===== src/rtl/fp_pkg.sv =====
// Shared definitions for the floating-point normalise/round pipeline.
// Provides default field widths, exponent constants, result/flag structs
// and a helper for the all-ones biased exponent of an arbitrary width.
package fp_pkg;

  localparam int EXP_W_DEF  = 8;
  localparam int MANT_W_DEF = 23;
  localparam int GRD_W_DEF  = 3;

  localparam logic [EXP_W_DEF-1:0] EXP_ONES = '1;
  localparam logic [EXP_W_DEF-1:0] EXP_BIAS = EXP_W_DEF'((1 << (EXP_W_DEF - 1)) - 1);

  typedef struct packed {
    logic                  sign;
    logic [EXP_W_DEF-1:0]  exp;
    logic [MANT_W_DEF-1:0] mant;
  } fp_word_t;

  typedef struct packed {
    logic zero;
    logic of;
    logic uf;
  } fp_flags_t;

  // All-ones biased exponent (infinity encoding) for an exponent of width w.
  function automatic int exp_ones(input int w);
    return (1 << w) - 1;
  endfunction

endpackage


===== src/rtl/lzc.sv =====
// Leading-zero counter.
// Ports:
//   din   - WIDTH-bit input vector, MSB first
//   count - number of zeros above the highest set bit; WIDTH when din == 0
module lzc #(
  parameter  int WIDTH = 28,
  localparam int CW    = $clog2(WIDTH + 1)
) (
  input  logic [WIDTH-1:0] din,
  output logic [CW-1:0]    count
);

  // Ascending scan: the highest set bit is the last one to write count.
  always_comb begin
    count = CW'(WIDTH);
    for (int i = 0; i < WIDTH; i++) begin
      if (din[i]) count = CW'(WIDTH - 1 - i);
    end
  end

endmodule


===== src/rtl/fp_norm_round_pipe.sv =====
// Two-stage normalise and round pipeline for raw FP add/sub results.
// Stage 1 counts leading zeros of the unnormalised mantissa; stage 2 shifts,
// adjusts the exponent, rounds (RNE or truncate) and classifies the result.
// Ports:
//   clk, rst_n                 - clock, async active-low reset
//   in_valid / in_ready        - upstream handshake
//   in_sign, in_exp, in_mant   - raw result; in_mant = {carry, hidden, fraction, guard}
//   out_valid / out_ready      - downstream handshake
//   out_sign, out_exp, out_mant- normalised result (hidden bit dropped)
//   out_zero, out_of, out_uf   - zero, overflow (saturated to inf), underflow (flushed)
module fp_norm_round_pipe
  import fp_pkg::*;
#(
  parameter  int EXP_W     = EXP_W_DEF,
  parameter  int MANT_W    = MANT_W_DEF,
  parameter  int GRD_W     = GRD_W_DEF,
  parameter  bit ROUND_RNE = 1'b1,
  localparam int IN_W      = MANT_W + GRD_W + 2
) (
  input  logic              clk,
  input  logic              rst_n,
  input  logic              in_valid,
  output logic              in_ready,
  input  logic              in_sign,
  input  logic [EXP_W-1:0]  in_exp,
  input  logic [IN_W-1:0]   in_mant,
  output logic              out_valid,
  input  logic              out_ready,
  output logic              out_sign,
  output logic [EXP_W-1:0]  out_exp,
  output logic [MANT_W-1:0] out_mant,
  output logic              out_zero,
  output logic              out_of,
  output logic              out_uf
);

  localparam int LZ_W = $clog2(IN_W + 1);
  localparam int EW   = EXP_W + 2;
  // Bits below the fraction LSB after normalisation: guard at SW, sticky below.
  localparam int SW   = IN_W - 1 - MANT_W;

  localparam logic signed [EW-1:0] E_ZERO = '0;
  localparam logic signed [EW-1:0] E_MAX  = EW'(exp_ones(EXP_W));

  logic s1_adv, s2_adv;

  logic              s1_valid;
  logic              s1_sign;
  logic              s1_zero;
  logic [EXP_W-1:0]  s1_exp;
  logic [IN_W-2:0]   s1_mant;
  logic [LZ_W-1:0]   s1_lz;
  logic [LZ_W-1:0]   lz_d;

  assign s2_adv   = out_ready | ~out_valid;
  assign s1_adv   = ~s1_valid | s2_adv;
  assign in_ready = s1_adv;

  lzc #(.WIDTH(IN_W)) u_lzc (
    .din   (in_mant),
    .count (lz_d)
  );

  // The carry bit is only needed for the LZC and zero test; once lz is known
  // it is implied, so stage 1 keeps just the bits below it.
  always_ff @(posedge clk or negedge rst_n) begin
    if (!rst_n) begin
      s1_valid <= 1'b0;
      s1_sign  <= 1'b0;
      s1_zero  <= 1'b0;
      s1_exp   <= '0;
      s1_mant  <= '0;
      s1_lz    <= '0;
    end else if (s1_adv) begin
      s1_valid <= in_valid;
      if (in_valid) begin
        s1_sign <= in_sign;
        s1_zero <= (in_mant == '0);
        s1_exp  <= in_exp;
        s1_mant <= in_mant[IN_W-2:0];
        s1_lz   <= lz_d;
      end
    end
  end

  logic [IN_W-1:0]       norm;
  logic [MANT_W-1:0]     frac;
  logic                  grd, sticky, inc;
  logic [MANT_W:0]       frac_sum;
  logic signed [EW-1:0]  e_pre, e_rnd;
  logic                  sign_d;
  logic [EXP_W-1:0]      exp_d;
  logic [MANT_W-1:0]     mant_d;
  fp_flags_t             flg_d;

  // Appending a zero and shifting left by lz covers both cases in one shifter:
  // lz=0 is the right shift by one (the old LSB lands in the sticky field),
  // lz>=1 is a left shift by lz-1. The hidden bit falls off the top.
  always_comb begin
    norm     = {s1_mant, 1'b0} << s1_lz;
    frac     = norm[IN_W-1 -: MANT_W];
    grd      = norm[SW];
    sticky   = |norm[SW-1:0];
    inc      = ROUND_RNE & grd & (sticky | frac[0]);
    frac_sum = {1'b0, frac} + {{MANT_W{1'b0}}, inc};
    e_pre    = EW'({2'b00, s1_exp}) + EW'(1) - EW'(s1_lz);
    // A carry out of the fraction leaves it all zeros; only the exponent moves.
    e_rnd    = e_pre + EW'(frac_sum[MANT_W]);

    sign_d = s1_sign;
    exp_d  = e_rnd[EXP_W-1:0];
    mant_d = frac_sum[MANT_W-1:0];
    flg_d  = '0;

    if (s1_zero) begin
      sign_d     = 1'b0;
      exp_d      = '0;
      mant_d     = '0;
      flg_d.zero = 1'b1;
    end else if (e_rnd <= E_ZERO) begin
      sign_d     = 1'b0;
      exp_d      = '0;
      mant_d     = '0;
      flg_d.zero = 1'b1;
      flg_d.uf   = 1'b1;
    end else if (e_rnd >= E_MAX) begin
      exp_d    = '1;
      mant_d   = '0;
      flg_d.of = 1'b1;
    end
  end

  always_ff @(posedge clk or negedge rst_n) begin
    if (!rst_n) begin
      out_valid <= 1'b0;
      out_sign  <= 1'b0;
      out_exp   <= '0;
      out_mant  <= '0;
      out_zero  <= 1'b0;
      out_of    <= 1'b0;
      out_uf    <= 1'b0;
    end else if (s2_adv) begin
      out_valid <= s1_valid;
      if (s1_valid) begin
        out_sign <= sign_d;
        out_exp  <= exp_d;
        out_mant <= mant_d;
        out_zero <= flg_d.zero;
        out_of   <= flg_d.of;
        out_uf   <= flg_d.uf;
      end
    end
  end

endmodule


===== config.mk =====
export PLATFORM = sky130hd
export DESIGN_NAME = fp_norm_round_pipe
export DESIGN_NICKNAME = d
export VERILOG_FILES = /design/src/rtl/fp_pkg.sv /design/src/rtl/lzc.sv /design/src/rtl/fp_norm_round_pipe.sv
export SDC_FILE = /design/constraint.sdc
export NUM_CORES = 1
export LEC_CHECK = 0
export ABC_AREA = 1
export CORE_ASPECT_RATIO = 0.5
export CORE_MARGIN = 3
export CORE_UTILIZATION = 45
export DETAILED_ROUTE_END_ITERATION = 8
export PLACE_DENSITY_LB_ADDON = 0.25
export SETUP_SLACK_MARGIN = 0.15
export SKIP_LAST_GASP = 1
export SYNTH_ARGS = -nofsm -noshare
export SYNTH_HDL_FRONTEND = slang
export SYNTH_HIERARCHICAL = 1
export SYNTH_SLANG_ARGS = --single-unit
export TNS_END_PERCENT = 10

===== constraint.sdc =====
create_clock -name clk -period 7.72 [get_ports clk]
set_input_delay 0.772 -clock clk [delete_from_list [all_inputs] [get_ports clk]]
set_output_delay 0.772 -clock clk [all_outputs]
set_load 0.1 [all_outputs]

==> impl_metrics.yaml <==
place:
  routabilityCongestion: 0.921
  dp_hpwl_mm: 12.1
  io_buffers: 77
  placed_area_um2: 6860
  dp_cells: 1119
setup_path:
  crit_path_max_fanout: 30
  crit_type: "reg2reg"
  crit_path_end_kind: "register"
  critPathLaunchType: "register"
  required_ns: 7.94
  worstPathArrival_ns: 5.65
floorplan:
  io_pins: 78
  num_rows: 29
  start_util_pct: 47.1
  die_y_um: 88.3
  dieWidth_um: 171
  core-area_um2: 13000
  die-area_um2: 15100
pwr:
  peakVddDrop_mv: 0.113
  powerDensity_nw_per_um2: 328
  p_seq_share_pct: 25.4
  p_clk_share_pct: 17.9
  internal_power_w: 0.00108
  switching_share_pct: 53.9
  p_switching_w: 0.00126
  power_frac_comb_pct: 56.7
  p_leak_nw: 3.62
sta:
  max_slew.worst_pin.slew_ns: 1.14
  final.min_clock_period_ns: 5.43
  fin_setup_tns_ns: 0
  hold_viol: 0
  skew_ns: 0.0122
  hold_ws_ns: 0.480
  timing.fmax_ghz: 0.184
  layout_worst_path_cycle_share_pct: 70.3
  setup_viol: 0
  rsz0062_at_grt: "no"
  max_slew_margin_pct: 24.2
  drv_slew: 0
synth:
  synth_top_family_by_area: "simple AND/OR/NAND/NOR gates"
  synth-edff-count: 0
  synth-adder-area-share_pct: 3.53
  synth_xor_area_share_pct: 0.861
  synthSimpleGateAreaFrac_pct: 45.2
  synth_compound_area_share_pct: 7.98
  yosys-mux-area-fraction_pct: 0
  synth_seq_cells: 79
  synthCells: 908
  netlist_area_um2: 6100
  avgSynthCellArea_um2: 6.72
  synth_ff_type: "dfrtp_1"
  ys_warn_count: 6
  synth-async-reset-ratio_pct: 100
  synth_nets: 965
  yosysSeqAreaShare_pct: 32.4
  yosysUniqueCellTypes: 45
global_route:
  track_usage_pct: 22.4
  grt_pass1_wl_mm: 27.2
  grt_overflow: 0
  grt_pass1_vias: 5349
  grt_antenna_before_repair: 0
  grt_max_degree: 80
routing:
  viasPerCell: 5.36
  wl_per_cell_um: 14.5
  wirelength_met1_mm: 8.84
  met3RoutedLength_mm: 1.08
  via_count: 6089
  wl_met2_mm: 6.49
  drt_pass1_iterations: 5
  routed_wl_mm: 16.5
  drc: 0
  top_layer: "met4"
  ant_nets: 0
  drtIter0Drc: 605
clock_tree:
  htreeDepth: 3
  clk_latency_ns: 0.35
  clk_pin_slew_ns: 0.06
  cts_root_buffer: "clkbuf_16"
  cts_inserted_buffers: 9
  cts_hold_buf: 0
  clkSinkCount: 79
  cts_resized: 0
  cts_tree: "yes"
  clockBufferDepth: 2
  post-cts-setup-buffers: 0
job:
  cap_viol_max_count: 0
cells_and_area:
  num_antenna_cells: 0
  mostFrequentLayoutCell: "nand2_1"
  stdcell_area_um2: 7150
  final_cell_mix: "nand2_1, nand3_1, dfrtp_1"
  layout.nets: 1017
  final_cells: 1135
  nFillCells: 1293
  synthToLayoutAreaGrowth_pct: 17.2
  drive_above_1_share_pct: 8.70
status:
  outcome: "finished clean"
hold_path:
  hold_path.class: "reg2reg"
-- layout make-up --
cell class	instances	area, um2	share of cell area [%]
clock buffers	10	239	3.34
clock inverters	6	50.0	0.700
inverters	84	364	5.09
multi-input cells	705	3510	49.1
flip-flops and latches	79	1980	27.6
well taps	170	213	2.97
repair buffers	81	798	11.2
-- routing by layer --
layer	global-route usage [%]	up-vias
met4	3.46	0
met3	3.53	8
met2	31.6	240
met1	36.0	2760
li1	-	3081
met5	0	-
-- flip-flops by register name, indices dropped and copies added, names as in the netlist --
register,count
out_exp,8
out_mant,23
out_of,1
out_sign,1
out_uf,1
out_valid,1
out_zero,1
s1_exp,8
s1_lz,5
s1_mant,27
s1_sign,1
s1_valid,1
s1_zero,1
-- critical path: stages (launching register included) --
cell and delay [ns]:
dfrtp_1 0.99, inv_2 0.48, nand3_1 0.26, nand2_1 0.07, nand2_1 0.06, nand2_1 0.15, nor2_2 0.20, nand3_2 0.17
nor2_8 0.20, nand2_4 0.10, nor2_8 0.15, nand2_2 0.07, inv_1 0.05, nand4_1 0.09, fa_1 0.37, inv_1 0.06
ha_1 0.20, fa_1 0.47, nor4_1 0.28, nand3_1 0.10, nor2_1 0.10, nand3_1 0.07, nand2_1 0.10, nor2_1 0.06
buf_4 0.21, nand4_1 0.16, nand2_1 0.08
-- kinds of logic (layout without fill, tap and decap cells) --
kind of cell             Yosys count  count (layout)
adder cells (fa/ha/maj)           16              16
XOR/XNOR                           6               6
buffers and inverters            124             181
AO/OA/AOI/OAI                     85              85
AND/OR/NAND/NOR                  598             598
flip-flops                        79              79
-- through the flow --
step	total power (W)	setup WS (ns)	utilization [%]
after floorplan	0.00160	3.78	-
after global placement	0.00190	2.56	53.0
after detailed placement	0.00192	2.41	53.0
after CTS	0.00235	2.38	55.2
after global routing	0.00248	1.76	55.2
final	0.00235	2.29	55.2
-- path summary, 6_finish.rpt --
check | from | end | slack (ns) | depth (start not counted)
hold reg to reg | out_mant[9] | out_mant[9] | 0.48 | 2
max in group asynchronous | rst_n | s1_mant[1] | 6.47 | 1
hold / removal | out_mant[9] | out_mant[9] | 0.48 | 2
setup reg to reg | s1_lz[1] | out_mant[19] | 2.29 | 26
setup / recovery | s1_lz[1] | out_mant[19] | 2.29 | 26
min in group asynchronous | rst_n | out_exp[1] | 0.60 | 1
-- power by group through the flow --
stage          clock [W]  combinational [W]  sequential [W]
5_1_grt         0.000453            0.00142        0.000609
6_report        0.000420            0.00133        0.000596
3_3_place_gp           0            0.00130        0.000600
4_1_cts         0.000431            0.00132        0.000596
2_1_floorplan          0           0.000500         0.00110
3_5_place_dp           0            0.00132        0.000603
-- cells in the mapped netlist (3+ instances only) --
master / count / area share, %
a21oi_1: 17 / 1.4
a22o_1: 5 / 0.72
buf_2: 10 / 0.82
buf_4: 5 / 0.62
buf_6: 6 / 1.1
bufinv_8: 3 / 0.86
clkbuf_1: 15 / 0.92
dfrtp_1: 79 / 32
ha_1: 14 / 2.9
inv_1: 70 / 4.3
inv_2: 9 / 0.55
nand2_1: 333 / 20
nand2_2: 13 / 1.3
nand3_1: 143 / 12
nand3_2: 12 / 2.0
nand4_1: 26 / 2.7
nor2_1: 35 / 2.2
nor2_2: 9 / 0.92
nor2_4: 7 / 1.3
nor3_1: 3 / 0.25
nor4_1: 8 / 0.82
o211ai_1: 3 / 0.37
o21ai_0: 48 / 3.9
xor2_1: 4 / 0.57
Note: power is estimated with default switching activity, not from simulation.
